**src/rtl/accum_pkg.sv**
```systemverilog
// accum_pkg: shared state encoding and default widths for the accumulator sequencer
package accum_pkg;
    localparam int WIDTH = 8;
    localparam int CNT_W = 4;
    typedef enum logic [1:0] {IDLE, CLEAR, LOAD, FINISH} state_t;
endpackage

```
**src/rtl/accum_sequencer_if.sv**
```systemverilog
// accum_sequencer_if: job control, operand stream and accumulator pins
interface accum_sequencer_if import accum_pkg::*; #(
    parameter int W  = WIDTH,
    parameter int CW = CNT_W
);
    logic          START;
    logic [CW-1:0] COUNT;
    logic          ABORT;
    logic [W-1:0]  DIN;
    logic          DIN_VALID;
    logic          DIN_READY;
    logic          ACC_CLR;
    logic          ACC_LD;
    logic [W-1:0]  ACC_D;
    logic [W-1:0]  ACC_Q;
    logic          BUSY;
    logic          DONE;
    logic [W-1:0]  RESULT;
    logic          OVF;
    modport slave (
        input  START, COUNT, ABORT, DIN, DIN_VALID, ACC_Q,
        output DIN_READY, ACC_CLR, ACC_LD, ACC_D, BUSY, DONE, RESULT, OVF
    );
    modport master (
        output START, COUNT, ABORT, DIN, DIN_VALID, ACC_Q,
        input  DIN_READY, ACC_CLR, ACC_LD, ACC_D, BUSY, DONE, RESULT, OVF
    );
endinterface

```
**src/rtl/accum_sequencer.sv**
```systemverilog
// accum_sequencer: drives an external accumulator through one counted summation job
module accum_sequencer import accum_pkg::*; (
    input logic clk,
    input logic RST,
    accum_sequencer_if.slave bus
);
    state_t state, state_nxt;
    logic [CNT_W-1:0] remaining;
    logic sticky;
    logic abort;
    logic carry;
    assign abort = bus.ABORT && state != IDLE;
    // Q + DIN overflows exactly when DIN exceeds the headroom ~Q
    assign carry = bus.DIN > ~bus.ACC_Q;
    always_ff @(posedge clk) begin
        state <= RST ? IDLE : state_nxt;
    end
    always_comb begin
        state_nxt = state;
        if (abort)
            state_nxt = IDLE;
        else
            case (state)
                IDLE:    state_nxt = bus.START ? CLEAR : IDLE;
                CLEAR:   state_nxt = remaining == '0 ? FINISH : LOAD;
                LOAD:    state_nxt = bus.ACC_LD && remaining == CNT_W'(1) ? FINISH : LOAD;
                FINISH:  state_nxt = IDLE;
                default: state_nxt = IDLE;
            endcase
    end
    always_comb begin
        bus.BUSY      = !RST && state != IDLE;
        bus.DIN_READY = !RST && state == LOAD && !abort;
        bus.ACC_LD    = bus.DIN_READY && bus.DIN_VALID;
        bus.ACC_D     = state == LOAD ? bus.DIN : '0;
        bus.ACC_CLR   = RST || state == CLEAR || abort;
    end
    always_ff @(posedge clk) begin
        if (RST) begin
            remaining  <= '0;
            sticky     <= 1'b0;
            bus.RESULT <= '0;
            bus.OVF    <= 1'b0;
            bus.DONE   <= 1'b0;
        end else begin
            bus.DONE <= state == FINISH && !abort;
            if (state == IDLE && bus.START) begin
                remaining <= bus.COUNT;
                sticky    <= 1'b0;
            end
            if (bus.ACC_LD) begin
                remaining <= remaining - CNT_W'(1);
                sticky    <= sticky | carry;
            end
            if (state == FINISH && !abort) begin
                bus.RESULT <= bus.ACC_Q;
                bus.OVF    <= sticky;
            end
        end
    end
endmodule

```
**src/flat_wrapper.sv**
```systemverilog
// flat-port wrapper written by rule: the top's interface ports become plain ports
module accum_sequencer_flat import accum_pkg::*;
  (clk, RST, bus_START, bus_COUNT, bus_ABORT, bus_DIN, bus_DIN_VALID, bus_ACC_Q, bus_DIN_READY, bus_ACC_CLR, bus_ACC_LD, bus_ACC_D, bus_BUSY, bus_DONE, bus_RESULT, bus_OVF);
  accum_sequencer_if bus_i ();
  input logic clk;
  input logic RST;
  input wire logic [$bits(bus_i.START)-1:0] bus_START;
  input wire logic [$bits(bus_i.COUNT)-1:0] bus_COUNT;
  input wire logic [$bits(bus_i.ABORT)-1:0] bus_ABORT;
  input wire logic [$bits(bus_i.DIN)-1:0] bus_DIN;
  input wire logic [$bits(bus_i.DIN_VALID)-1:0] bus_DIN_VALID;
  input wire logic [$bits(bus_i.ACC_Q)-1:0] bus_ACC_Q;
  output wire logic [$bits(bus_i.DIN_READY)-1:0] bus_DIN_READY;
  output wire logic [$bits(bus_i.ACC_CLR)-1:0] bus_ACC_CLR;
  output wire logic [$bits(bus_i.ACC_LD)-1:0] bus_ACC_LD;
  output wire logic [$bits(bus_i.ACC_D)-1:0] bus_ACC_D;
  output wire logic [$bits(bus_i.BUSY)-1:0] bus_BUSY;
  output wire logic [$bits(bus_i.DONE)-1:0] bus_DONE;
  output wire logic [$bits(bus_i.RESULT)-1:0] bus_RESULT;
  output wire logic [$bits(bus_i.OVF)-1:0] bus_OVF;
  assign bus_i.START = bus_START;
  assign bus_i.COUNT = bus_COUNT;
  assign bus_i.ABORT = bus_ABORT;
  assign bus_i.DIN = bus_DIN;
  assign bus_i.DIN_VALID = bus_DIN_VALID;
  assign bus_i.ACC_Q = bus_ACC_Q;
  assign bus_DIN_READY = bus_i.DIN_READY;
  assign bus_ACC_CLR = bus_i.ACC_CLR;
  assign bus_ACC_LD = bus_i.ACC_LD;
  assign bus_ACC_D = bus_i.ACC_D;
  assign bus_BUSY = bus_i.BUSY;
  assign bus_DONE = bus_i.DONE;
  assign bus_RESULT = bus_i.RESULT;
  assign bus_OVF = bus_i.OVF;
  accum_sequencer u_core (.clk(clk), .RST(RST), .bus(bus_i));
endmodule
```
**config.mk**
```make
export PLATFORM = sky130hd
export DESIGN_NAME = accum_sequencer_flat
export DESIGN_NICKNAME = d
export VERILOG_FILES = /design/src/rtl/accum_pkg.sv /design/src/rtl/accum_sequencer_if.sv /design/src/rtl/accum_sequencer.sv /design/src/flat_wrapper.sv
export SDC_FILE = /design/constraint.sdc
export NUM_CORES = 1
export LEC_CHECK = 0
export CAP_MARGIN = 20
export CORE_UTILIZATION = 30
export DETAILED_ROUTE_END_ITERATION = 12
export SLEW_MARGIN = 20
export SYNTH_ARGS = -nofsm -noshare
export SYNTH_HDL_FRONTEND = slang
export SYNTH_SLANG_ARGS = --single-unit
```
**constraint.sdc**
```tcl
create_clock -name clk -period 2.61 [get_ports clk]
set_input_delay 0.522 -clock clk [delete_from_list [all_inputs] [get_ports clk]]
set_output_delay 0.522 -clock clk [all_outputs]
set_load 0.02 [all_outputs]
```
=== After elaboration in Yosys (flattened, before gate mapping) ===
Cells that the tools add are included.

* Bits in registers: 17
* Logic and storage cells: 40

* $add $sub $neg: 1
* Mux-type cells: 9
* Order comparisons: 1
* Bitwise logic cells: 2
* Reductions and logical operators: 17
* Eq/ne operators: 4

{| class="wikitable"
|+ Operator list
! operator !! number
|-
| 8-bit > comparator || 1
|-
| 1-bit logical AND || 8
|-
| 4-bit two-way mux || 2
|-
| 8-bit two-way mux || 1
|-
| 8-bit inverter || 1
|-
| 2-bit one-hot mux with 4 select lines || 1
|-
| 1-bit two-way mux || 5
|-
| 2-bit == test, second input constant || 2
|-
| 4-bit by 1-bit == test with 1-bit output, second input constant || 1
|-
| 4-bit logical NOT || 1
|-
| 2-bit nonzero test || 2
|-
| 4-bit by 1-bit subtractor with 4-bit output, second input constant || 1
|-
| 2-bit by 1-bit == test with 1-bit output, second input constant || 1
|-
| 1-bit logical NOT || 2
|-
| 2-bit logical NOT || 1
|-
| 1-bit logical OR || 2
|-
| 2-bit OR reduction || 1
|-
| 1-bit OR || 1
|}

=== Depth between registers and ports, before layout ===
Gate-level depths: netlist (run 1).

* Word-level depth: 8
* Gate-level depth with buffers: 9
* Mapped depth without buffers: 7

=== Worst setup path before layout (run 1) ===
OpenSTA, ideal clock, no wires.

* Kind: input to output
* Start point: in RST
* End point: out bus_ACC_LD
* Data arrival time: 1,260 ps
* Buffers on the path: 2
* Required time: 2,088 ps
* Slack: 828 ps
* Cell stages on the path: 4
* Path through: buf_2 or3_1 buf_6 clkinv_4

* Cells in the longest elaborated chain, start to end: 4

{| class="wikitable"
|+ Ends and longest elaborated chain
! item !! line !! source
|-
| start, declared || flat_wrapper.sv:6 || <nowiki>input logic RST;</nowiki>
|-
| 1-bit logical NOT || accum_sequencer.sv:33 || <nowiki>bus.DIN_READY = !RST && state == LOAD && !abort;</nowiki>
|-
| 1-bit logical AND (2 in series) || accum_sequencer.sv:33 ||
|-
| 1-bit logical AND || accum_sequencer.sv:34 || <nowiki>bus.ACC_LD = bus.DIN_READY && bus.DIN_VALID;</nowiki>
|-
| end, declared || flat_wrapper.sv:15 || <nowiki>output wire logic [$bits(bus_i.ACC_LD)-1:0] bus_ACC_LD;</nowiki>
|}

Every way passes these cells.

=== Worst setup path in the final report (run 1) ===
* Start point: reg u_core.state[0]
* End point: out bus_BUSY

* Cells in the longest elaborated chain, start to end: 2

{| class="wikitable"
|+ Ends and longest elaborated chain
! item !! line !! source
|-
| start, declared || accum_sequencer.sv:7 || <nowiki>state_t state, state_nxt;</nowiki>
|-
| start signal, assigned || accum_sequencer.sv:16 || <nowiki>state <= RST ? IDLE : state_nxt;</nowiki>
|-
| 2-bit nonzero test || accum_sequencer.sv:32 || <nowiki>bus.BUSY = !RST && state != IDLE;</nowiki>
|-
| 1-bit logical AND || accum_sequencer.sv:32 ||
|-
| end, declared || flat_wrapper.sv:17 || <nowiki>output wire logic [$bits(bus_i.BUSY)-1:0] bus_BUSY;</nowiki>
|}

Every way passes these cells.

==> reports/qor.yml, run 1 <==
final_layout:
  final_common_cell: "clkdlybuf4s50_1"
  syn2layout_area_growth_pct: 53.7
  antennaDiodeCount: 0
  layout_common_cells: "clkdlybuf4s50_1 (43), dfxtp_1 (17), ha_1 (15)"
  final_nets: 214
  finalNonFillerCells: 219
  drive_gt1_share_pct: 9.83
clocking:
  ctsHoldBuffers: 0
  htreeDepth: 1
  cts_root_buf: "clkbuf_4"
  cts_tree: "done"
  clk_pin_slew_worst_paths_ns: 0.11
  clkSinkCount: 17
  cts_buffer_depth: 2
  cts-buffers-inserted: 3
  clkLatencyLatePin_ns: 0.29
setup_path:
  worstSetupPathType: "reg -> out"
  critical_path_peak_fanout: 8
  worstSetupStartpointType: "flop"
  worstPathArrival_ns: 1.90
  worstPathRequired_ns: 2.09
  cp-end-kind: "output port"
place:
  gp_congestion: 0.814
  place_inst: 215
  hpwlAfterDp_mm: 2.10
  port-buffer-count: 46
die:
  coreArea_sq_mm: 0.00339
  rows: 21
  die-width_um: 61.8
  fp.dieH_um: 61.8
  initial_core_util_pct: 31.7
  dieArea_sq_mm: 0.00382
  io_pins: 47
yosys:
  yosysUniqueCellTypes: 32
  ys_seq_area_share_pct: 31.7
  yosysTopAreaCell: "dfxtp_1"
  synth-seq-cells: 17
  synth.area.top_cells: "dfxtp_1 (32%), ha_1 (17%), mux2i_1 (8.4%)"
  syn_nets: 159
  synthCells: 119
  synth_area_sq_mm: 0.00107
  yosys.area.top_type_share_pct: 31.7
  yosysWarnings: 0
  syn_area_per_cell_sq_um: 9.02
global_route:
  grt_first_pass_wirelength_mm: 4.11
  grt_start_max_net_pins: 11
  grt-ovfl-total: 0
  antenna_found_initial: 0
  grt_usage_pct: 14.7
  grt_pass1_vias: 977
drt:
  wl_per_cell_um: 11.6
  drc: 0
  first_iter_violations: 20
  dr.pass1.iters: 2
  wl_mm: 2.54
  viasPerCell: 4.63
  antenna_left: 0
  vias: 1014
power_and_ir_drop:
  power.leakage_nw: 0.739
  peakVddDrop_v: 0.000159
  p_total_mw: 0.667
  power_density_mw_per_mm2: 404
timing:
  max_slew.worst_pin.slew_ns: 0.260
  max_slew_margin_pct: 82.6
  clock.fmax_ghz: 0.413
  fin_crit_ns: 2.42
  timing.final.hold_violations: 0
  setup_viol: 0
  finalCritPeriodShare_pct: 92.8
  fin_skew_ns: 0.0121
  rsz0062_at_grt: "false"
  slew_violations: 0
worst_hold_path:
  hold_path.class: "reg -> reg"
flow_run:
  cap_viol_max_count: 0
outcome:
  status: "finished clean"
==> metrics by stage <==
step	setup TNS [ns]	hold slack, ns	setup WS, ns	utilization, %	cell area, sq um
2_1_floorplan	0	0.463	0.828	-	1070
3_3_place_gp	-0.0216	0.478	-0.0180	47.9	1620
3_5_place_dp	-0.0495	0.484	-0.0420	47.9	1620
4_1_cts	0	0.500	0.00794	48.6	1650
5_1_grt	0	0.519	0.0751	48.7	1650
6_report	0	0.499	0.187	48.7	1650
==> state kept, by name, summed over array words and instances, names as in the netlist <==
name,cells
u_core.bus.OVF,1
u_core.bus.DONE,1
u_core.sticky,1
u_core.remaining,4
u_core.bus.RESULT,8
u_core.state,2
==> worst paths after layout <==
check / startpoint / to / slack, ns / cells past startpoint
worst max-delay path: u_core.state[0] / bus_BUSY / 0.19 / 5
worst min-delay path: u_core.sticky / u_core.sticky / 0.50 / 2
worst max register to register: u_core.state[0] / u_core.sticky / 0.89 / 8
worst min register to register: u_core.sticky / u_core.sticky / 0.50 / 2
==> final cells by class <==
class	count	area (sq um)
repair buffers	55	528
well taps	46	57.6
clock inverters	1	5.00
multi-input cells	89	662
clock buffers	3	22.5
flip-flops and latches	17	340
inverters	8	35.0
fillers	328	1740
==> synthesized netlist by cell type <==
cell and number:
dfxtp_1 17, ha_1 15, and2_1 11, nor2_1 11, mux2i_1 9, inv_1 7, nand2_1 5, a21oi_1 4
nand4_1 4, o21ai_0 4, a31oi_1 3, nor2b_1 3, a211oi_1 2, buf_2 2, buf_6 2, nand3_1 2
o211ai_1 2, or3_1 2, a21o_1 1, a221oi_1 1, a221oi_2 1, a22oi_1 1, and3_1 1, buf_1 1
clkinv_4 1, nand2b_1 1, nor2b_4 1, nor3_1 1, nor4_1 1, o21ai_2 1, o22ai_1 1, o31a_1 1
==> critical path, stage by stage, from the launching register on <==
cell and delay, ns:
dfxtp_1 0.40, inv_1 0.08, ha_1 0.25, buf_4 0.18
nor2_1 0.10, clkdlybuf4s50_1 0.61
==> cells by family (layout without fill, tap and decap cells) <==
kind of cell,after synthesis,count (layout),synth area share (%)
AND/OR/NAND/NOR,43,43,21.7
multiplexers,9,9,8.39
AO/OA/AOI/OAI,22,22,14.1
flip-flops,17,17,31.7
buffers and inverters,13,67,6.64
adder cells (fa/ha/maj),15,15,17.5
==> where the power goes <==
part	switching [mW]	total, mW	internal [mW]
registers	0.0144	0.288	0.273
clock network	0.0857	0.143	0.0569
logic	0.112	0.237	0.125
==> layer usage <==
| layer | vias up | GRT usage, % | share of wire, % |
|---|---|---|---|
| met1 | 447 | 16.6 | 46 |
| li1 | 528 | - | - |
| met3 | 2 | 2.69 | 6.1 |
| met2 | 37 | 27.2 | 48 |
| met4 | 0 | 5.71 | 0.51 |
| met5 | - | 0 | 0 |
==> timing repair <==
item	CTS	global route
setup endpoints to repair	2	1
gates cloned	0	0
resized for setup	2	1
pin swaps	0	0
buffers inserted	0	0
(Power assumes the default switching activity.)
==> run 2, diff against run 1 <==
--- a/config.mk
+++ b/config.mk
@@ -5,7 +5,7 @@
 export SDC_FILE = /design/constraint.sdc
 export NUM_CORES = 1
 export LEC_CHECK = 0
-export CAP_MARGIN = 20
+export CAP_MARGIN = 40
 export CORE_UTILIZATION = 30
 export DETAILED_ROUTE_END_ITERATION = 12
 export SLEW_MARGIN = 20
==> results of run 2 <==
No change in the layout: final DEF, timing and power equal those of run 1.
